`src/rtl/bcd_pkg.sv`:
```
// rtl/bcd_pkg.sv - shared types and helpers for the packed-BCD datapath
package bcd_pkg;

    typedef enum logic [1:0] {
        IDLE = 2'd0,
        SUB  = 2'd1,
        NEG  = 2'd2,
        DONE = 2'd3
    } state_t;

    localparam int BCD_MAX  = 9;
    localparam int BCD_BASE = 10;

    typedef logic [3:0] digit_t;

    function automatic logic is_bcd(input digit_t nibble);
        return nibble <= digit_t'(BCD_MAX);
    endfunction

endpackage

```
`src/rtl/bcd_digit_sub.sv`:
```
// rtl/bcd_digit_sub.sv - combinational single-digit BCD subtractor with borrow
module bcd_digit_sub
    import bcd_pkg::*;
(
    input  digit_t x,
    input  digit_t y,
    input  logic   bin,
    output digit_t d,
    output logic   bout
);

    // 5-bit two's complement covers -10..9; bit 4 is the sign and hence the borrow
    logic [4:0] t;
    logic [4:0] tc;

    assign t    = {1'b0, x} - {1'b0, y} - {4'b0000, bin};
    assign tc   = t + 5'(BCD_BASE);
    assign bout = t[4];
    assign d    = bout ? tc[3:0] : t[3:0];

endmodule

```
`src/rtl/bcd_sub_seq.sv`:
```
// rtl/bcd_sub_seq.sv - digit-serial |A-B| on packed BCD with separate sign
module bcd_sub_seq
    import bcd_pkg::*;
#(
    parameter int DIGITS = 4
) (
    input  logic                clk,
    input  logic                rst,
    input  logic                start,
    input  logic [DIGITS*4-1:0] A,
    input  logic [DIGITS*4-1:0] B,
    output logic                busy,
    output logic                done,
    output logic [DIGITS*4-1:0] diff,
    output logic                neg,
    output logic                err
);

    localparam int W  = DIGITS * 4;
    localparam int IW = (DIGITS > 1) ? $clog2(DIGITS) : 1;
    localparam logic [IW-1:0] LAST = IW'(DIGITS - 1);

    state_t          state;
    state_t          state_nx;
    logic [W-1:0]    a_q;
    logic [W-1:0]    b_q;
    logic [IW-1:0]   idx;
    logic            borrow;
    logic            accept;
    logic            operands_ok;
    logic            last;
    digit_t          x;
    digit_t          y;
    digit_t          d;
    logic            bout;

    always_comb begin
        operands_ok = 1'b1;
        for (int i = 0; i < DIGITS; i++) begin
            if (!is_bcd(A[i*4 +: 4]) || !is_bcd(B[i*4 +: 4])) begin
                operands_ok = 1'b0;
            end
        end
    end

    assign accept = start && (state == IDLE || state == DONE);
    assign last   = (idx == LAST);

    // NEG reuses the subtractor as 0 - diff_i to form the ten's complement in place
    always_comb begin
        x = '0;
        y = '0;
        for (int i = 0; i < DIGITS; i++) begin
            if (idx == IW'(i)) begin
                x = (state == SUB) ? a_q[i*4 +: 4] : 4'd0;
                y = (state == SUB) ? b_q[i*4 +: 4] : diff[i*4 +: 4];
            end
        end
    end

    bcd_digit_sub u_digit (
        .x    (x),
        .y    (y),
        .bin  (borrow),
        .d    (d),
        .bout (bout)
    );

    always_ff @(posedge clk or posedge rst) begin
        if (rst) begin
            state <= IDLE;
        end else begin
            state <= state_nx;
        end
    end

    always_comb begin
        state_nx = state;
        case (state)
            IDLE: if (accept) state_nx = operands_ok ? SUB : DONE;
            SUB:  if (last)   state_nx = bout ? NEG : DONE;
            NEG:  if (last)   state_nx = DONE;
            DONE: begin
                if (accept) state_nx = operands_ok ? SUB : DONE;
                else        state_nx = IDLE;
            end
            default: state_nx = IDLE;
        endcase
    end

    always_comb begin
        busy = (state == SUB) || (state == NEG);
        done = (state == DONE);
    end

    always_ff @(posedge clk or posedge rst) begin
        if (rst) begin
            a_q    <= '0;
            b_q    <= '0;
            diff   <= '0;
            neg    <= 1'b0;
            err    <= 1'b0;
            idx    <= '0;
            borrow <= 1'b0;
        end else if (accept) begin
            a_q    <= A;
            b_q    <= B;
            diff   <= '0;
            neg    <= 1'b0;
            err    <= !operands_ok;
            idx    <= '0;
            borrow <= 1'b0;
        end else if (state == SUB || state == NEG) begin
            for (int i = 0; i < DIGITS; i++) begin
                if (idx == IW'(i)) begin
                    diff[i*4 +: 4] <= d;
                end
            end
            if (last) begin
                idx    <= '0;
                borrow <= 1'b0;
                if (state == SUB && bout) begin
                    neg <= 1'b1;
                end
            end else begin
                idx    <= idx + 1'b1;
                borrow <= bout;
            end
        end
    end

endmodule

```
`config.mk`:
```
export PLATFORM = sky130hd
export DESIGN_NAME = bcd_sub_seq
export DESIGN_NICKNAME = d
export VERILOG_FILES = /design/src/rtl/bcd_pkg.sv /design/src/rtl/bcd_digit_sub.sv /design/src/rtl/bcd_sub_seq.sv
export SDC_FILE = /design/constraint.sdc
export NUM_CORES = 1
export LEC_CHECK = 0
export CAP_MARGIN = 20
export CORE_AREA = 4 4 79 81
export CTS_CLUSTER_SIZE = 24
export DETAILED_ROUTE_END_ITERATION = 16
export DIE_AREA = 0 0 83 85
export PLACE_DENSITY = 0.83
export SLEW_MARGIN = 20
export SYNTH_ARGS = -nofsm -noshare
export SYNTH_HDL_FRONTEND = slang
export SYNTH_HIERARCHICAL = 1
export SYNTH_SLANG_ARGS = --single-unit
```
`constraint.sdc`:
```
create_clock -name clk -period 10.8 [get_ports clk]
set_input_delay 1.62 -clock clk [delete_from_list [all_inputs] [get_ports clk]]
set_output_delay 1.62 -clock clk [all_outputs]
set_load 0.05 [all_outputs]
```
* Word level (Yosys, flattened, before mapping)
Index checks and enable logic that the tools add are counted.
Storage, ports and cells: bits in registers 55, bits of input ports 35, output and inout port bits 20, logic and storage cells 107
Operators by class: $add $sub $neg 4, order comparisons 8, eq/ne operators 9, muxes and demuxes 44, reduce and logical (&&, ||, !) cells 31
Operators by type and width (count):
- $mux 4 | 21
- $le 4x4->1 const B | 8
- $mux 16 | 2
- $mux 2 | 8
- $mux 1 | 12
- $reduce_bool 2->1 | 6
- $logic_not 1->1 | 9
- $eq 2x2->1 const B | 4
- $pmux 2 s4 | 1
- $reduce_and 2->1 | 4
- $logic_or 1x1->1 | 6
- $ne 2x2->1 const B | 3
- $reduce_and 3->1 | 2
- $sub 4x4->5 | 1
- $sub 5x1->5 | 1
- $add 4x4->4 const B | 1
- $eq 2x1->1 const B | 2
- $logic_not 2->1 | 2
- $add 2x1->2 const B | 1
- $logic_and 1x1->1 | 2

* Depth between registers and ports, before layout
word-level depth 13, mapped depth 19, depth with buffers taken out 18

* By module
Netlist, hierarchy kept.
Modules (own cells, without submodules):
- bcd_sub_seq | times used 1, cells an instance 229, area each 2777.7 sq um, sequential area each 1376.3 sq um
- bcd_digit_sub | times used 1, cells an instance 32, area each 274.0 sq um, sequential area each 0.0 sq um

* Worst setup path after synthesis
No wires, ideal clock.
path type register to register, from reg state[1], to reg diff[10], library setup time 0.122 ns, data arrival time 3.467 ns, required time 10.678 ns, path slack 7.211 ns, stages on the path, launching flop included 17, buffers on the path 2, period minus slack after synthesis 3.589 ns, cell sequence dfrtp_1 > inv_1 > ha_1 > buf_6 > buf_2 > a21oi_1 > o21ai_0 > a221oi_1 > a21oi_1 > inv_1 > fa_1 > fa_1 > nand2b_1 > a211o_1 > and2_4 > mux2_4 > a32o_1
Between the ends: word-level cells in the longest chain between the ends 13, elaborated cells on any way between the ends 33, classes of those cells 3 x add/sub; 3 x eq/ne; 20 x mux; 7 x reduce/logical
RTL lines:
- start, declared | line bcd_sub_seq.sv:23 | state_t state;
- start signal, assigned | line bcd_sub_seq.sv:73 | state <= state_nx;
- $eq 2x1->1 * | line bcd_sub_seq.sv:56 | y = (state == SUB) ? b_q[i*4 +: 4] : diff[i*4 +: 4];
- $mux 4 | line bcd_sub_seq.sv:56
- $mux 4 (3 in a row) | line bcd_sub_seq.sv:54 | if (idx == IW'(i)) begin
- $mux 4 * | line bcd_sub_seq.sv:54
- net y[0] | line bcd_sub_seq.sv:33 | digit_t y;
- $sub 4x4->5 * | line bcd_digit_sub.sv:16 | assign t = {1'b0, x} - {1'b0, y} - {4'b0000, bin};
- $sub 5x1->5 * | line bcd_digit_sub.sv:16
- $add 4x4->4 | line bcd_digit_sub.sv:17 | assign tc = t + 5'(BCD_BASE);
- $mux 4 * | line bcd_digit_sub.sv:19 | assign d = bout ? tc[3:0] : t[3:0];
- net d[2] | line bcd_sub_seq.sv:34 | digit_t d;
- $mux 4 * | line bcd_sub_seq.sv:115 | if (idx == IW'(i)) begin
- $mux 16 * | line bcd_sub_seq.sv:113 | end else if (state == SUB || state == NEG) begin
- $mux 16 * | line bcd_sub_seq.sv:105 | end else if (accept) begin
- end signal, assigned | line bcd_sub_seq.sv:100 | diff <= '0;
- end signal, assigned | line bcd_sub_seq.sv:108 | diff <= '0;
- end signal, assigned by index | line bcd_sub_seq.sv:116 | diff[i*4 +: 4] <= d;
- end, declared | line bcd_sub_seq.sv:14 | output logic [DIGITS*4-1:0] diff,
Mark *: on every way through the listed nets, which the timed path passes. The rest lies on a longest branch. The select of a mux whose other input is x is not followed. A chain may end at the register's enable or synchronous reset.

* Worst setup path after layout
from reg state[0], to out busy
Between the ends: word-level cells in the longest chain between the ends 2, elaborated cells on any way between the ends 3, classes of those cells 2 x eq/ne; 1 x reduce/logical
RTL lines:
- $eq 2x1->1 / $eq 2x2->1 (equally long branches) | line bcd_sub_seq.sv:92 | busy = (state == SUB) || (state == NEG);
- $logic_or 1x1->1 * | line bcd_sub_seq.sv:92
- end, declared | line bcd_sub_seq.sv:12 | output logic busy,
Mark *: on every way between the ends. The rest lies on a longest branch, timed or not.

==> results.sh <==
export IMPL_root_buffer="clkbuf_8"
export IMPL_via_per_inst=5.90
export IMPL_gr_total_overflow=0
export IMPL_synth_top_area_cell="dfrtp_1"
export IMPL_post_cts_buffers=0
export IMPL_fin_skew_ns=0.0117
export IMPL_synth_edf_count=0
export IMPL_ys_flop_type="dfrtp_1"
export IMPL_hold_class="reg -> reg"
export IMPL_worstPathArrival_ns=2.72
export IMPL_htreeDepth=2
export IMPL_clock_latency_ns=0.32
export IMPL_fp_coreArea_um2=5470
export IMPL_start_kind="flop"
export IMPL_synth_seq_area_share_pct=45.1
export IMPL_endpoint_kind="output port"
export IMPL_post_drt_wl_per_cell_um=18.4
export IMPL_synth_cells=261
export IMPL_dr_pass1_iters=4
export IMPL_tightest_slew_ns=1.03
export IMPL_final_nets=361
export IMPL_drt_iter0_markers=139
export IMPL_regArea_um2=1380
export IMPL_syn_nets=314
export IMPL_cts_buffer_depth=2
export IMPL_yosys_warnings=6
export IMPL_dieHeight_um=85
export IMPL_synth_top_area_share_pct=45.1
export IMPL_grt_pass1_vias=2226
export IMPL_grt_max_degree=56
export IMPL_crit_type="reg -> out"
export IMPL_nFillCells=427
export IMPL_final_common_cell="dfrtp_1"
export IMPL_slew_headroom_pct=31.4
export IMPL_port_buffers=54
export IMPL_drv_slew=0
export IMPL_synth_area_leaders="dfrtp_1, mux2_2, ha_1, a32o_1, a22o_1"
export IMPL_min_period_ns=4.34
export IMPL_setup_viol=0
export IMPL_fmax_ghz=0.231
export IMPL_crit_slowest_cell="clkdlybuf4s50_1"
export IMPL_setup_tns_ns=0
export IMPL_dieArea_um2=7060
export IMPL_rsz0062_at_grt="false"
export IMPL_cts_tree="done"
export IMPL_drive_gt1_share_pct=18.2
export IMPL_postRouteWirelength_mm=7.01
export IMPL_boundaryPins=55
export IMPL_hold_viol_final=0
export IMPL_drc=0
export IMPL_gp_congestion=0.844
export IMPL_clk_pin_slew_ns=0.09
export IMPL_syn_to_final_growth_pct=21.4
export IMPL_crit_fanout=29
export IMPL_track_usage_pct=20.0
export IMPL_required_ns=9.18
export IMPL_vias=2242
export IMPL_cts_made_buffers=5
export IMPL_multi_input_area_um2=1530
export IMPL_syn_area_per_cell_um2=11.7
export IMPL_fp_row_count=27
export IMPL_die_width_um=83
export IMPL_cts_resized=0
export IMPL_status="finished clean"
export IMPL_ys_ff_latch=55
export IMPL_path_cells="inv_1 > ha_1 > clkdlybuf4s50_1"
export IMPL_start_util_pct=55.8
export IMPL_diodes=0
export IMPL_syn_area_um2=3050
export IMPL_clock_sinks=55
export IMPL_yosysUniqueCellTypes=38
export IMPL_drtAntennaViolNets=0
export IMPL_grt_antenna_before_repair=0
export IMPL_cp_slowest_stage_delay_ns=0.95
export IMPL_final_cell_mix="dfrtp_1, clkdlybuf4s50_1, mux2_2"
export IMPL_grt_pass1_wl_mm=11.3
export IMPL_cts_hold_buf=0
export IMPL_dpl_hpwl_mm=5.16
export IMPL_async_flop_share_pct=100
export IMPL_maxCapViolCount=0
export IMPL_fin_crit_sh_pct=40.1
worst max-delay path: cells and delay by family, from the launching register on:
kind	cells	cell delay, ns
buffers and inverters	2	1.06
DFF	1	0.42
adders and majority gates	1	0.92
registers in the layout, summed over array words and instances, names as in the netlist:
name / cells
a_q: 16
b_q: 16
borrow: 1
diff: 16
err: 1
idx: 2
neg: 1
state: 2
layer usage:
| metal | track usage (%) | share of wire [%] | wire length, um | up-vias |
|---|---|---|---|---|
| li1 | - | - | - | 1044 |
| met1 | 26.6 | 44 | 3110 | 1133 |
| met2 | 33.5 | 50 | 3470 | 53 |
| met3 | 3.59 | 4.4 | 306 | 12 |
| met4 | 6.09 | 1.7 | 119 | 0 |
| met5 | 0 | 0 | 0 | - |
cell type report:
type / count / share of cell area (%)
Inverter: 17 / 1.72
Tap cell: 72 / 2.43
Clock buffer: 6 / 2.23
Timing Repair Buffer: 56 / 15.0
Clock inverter: 1 / 0.135
Multi-Input combinational cell: 173 / 41.4
Sequential cell: 55 / 37.1
through the flow:
stage / util (%) / area, um^2 / worst slack, ns / instances / hold slack, ns
global placement: 66.1 / 3620 / 6.69 / 373 / 0.465
finish: 67.7 / 3710 / 6.46 / 380 / 0.506
floorplan: - / 3050 / 7.21 / 261 / 0.472
detailed placement: 66.1 / 3620 / 6.56 / 373 / 0.495
global route: 67.7 / 3710 / 6.28 / 380 / 0.528
CTS: 67.7 / 3710 / 6.46 / 380 / 0.514
synthesized netlist by cell type (all sizes together), types with 3 or more instances:
master	instances
clkbuf	7
nand2	9
a22o	10
xnor2	3
nor2	5
inv	17
o21ai	17
a21oi	11
and2	3
mux2	47
mux2i	8
dfrtp	55
buf	9
nand2b	3
ha	16
a32o	12
a221o	3
a22oi	4
cells by family after synthesis:
kind of cell | after synthesis | synth area share (%)
compound gates | 67 | 15.9
mux | 55 | 20.2
flops | 55 | 45.1
buf+inv | 33 | 4.67
simple gates | 28 | 4.80
fa+ha+maj | 18 | 7.87
xor+xnor | 5 | 1.44
final timing paths:
kind                       depth (start not counted)                 start              endpoint  slack, ns
hold / removal                                     2       err$_DFFE_PP0P_       err$_DFFE_PP0P_       0.51
min in group asynchronous                          3                   rst  diff[10]$_DFFE_PP0P_       1.81
hold reg to reg                                    2       err$_DFFE_PP0P_       err$_DFFE_PP0P_       0.51
max in group asynchronous                          3                   rst   b_q[14]$_DFFE_PP0P_       8.52
setup / recovery                                   3  state[0]$_DFFE_PP0P_                  busy       6.46
setup reg to reg                                  13    idx[1]$_DFFE_PP0P_   diff[1]$_DFFE_PP0P_       6.47
Power is not shown: default switching activity piles up to over one toggle a cycle in this logic, so the estimate is an artifact.
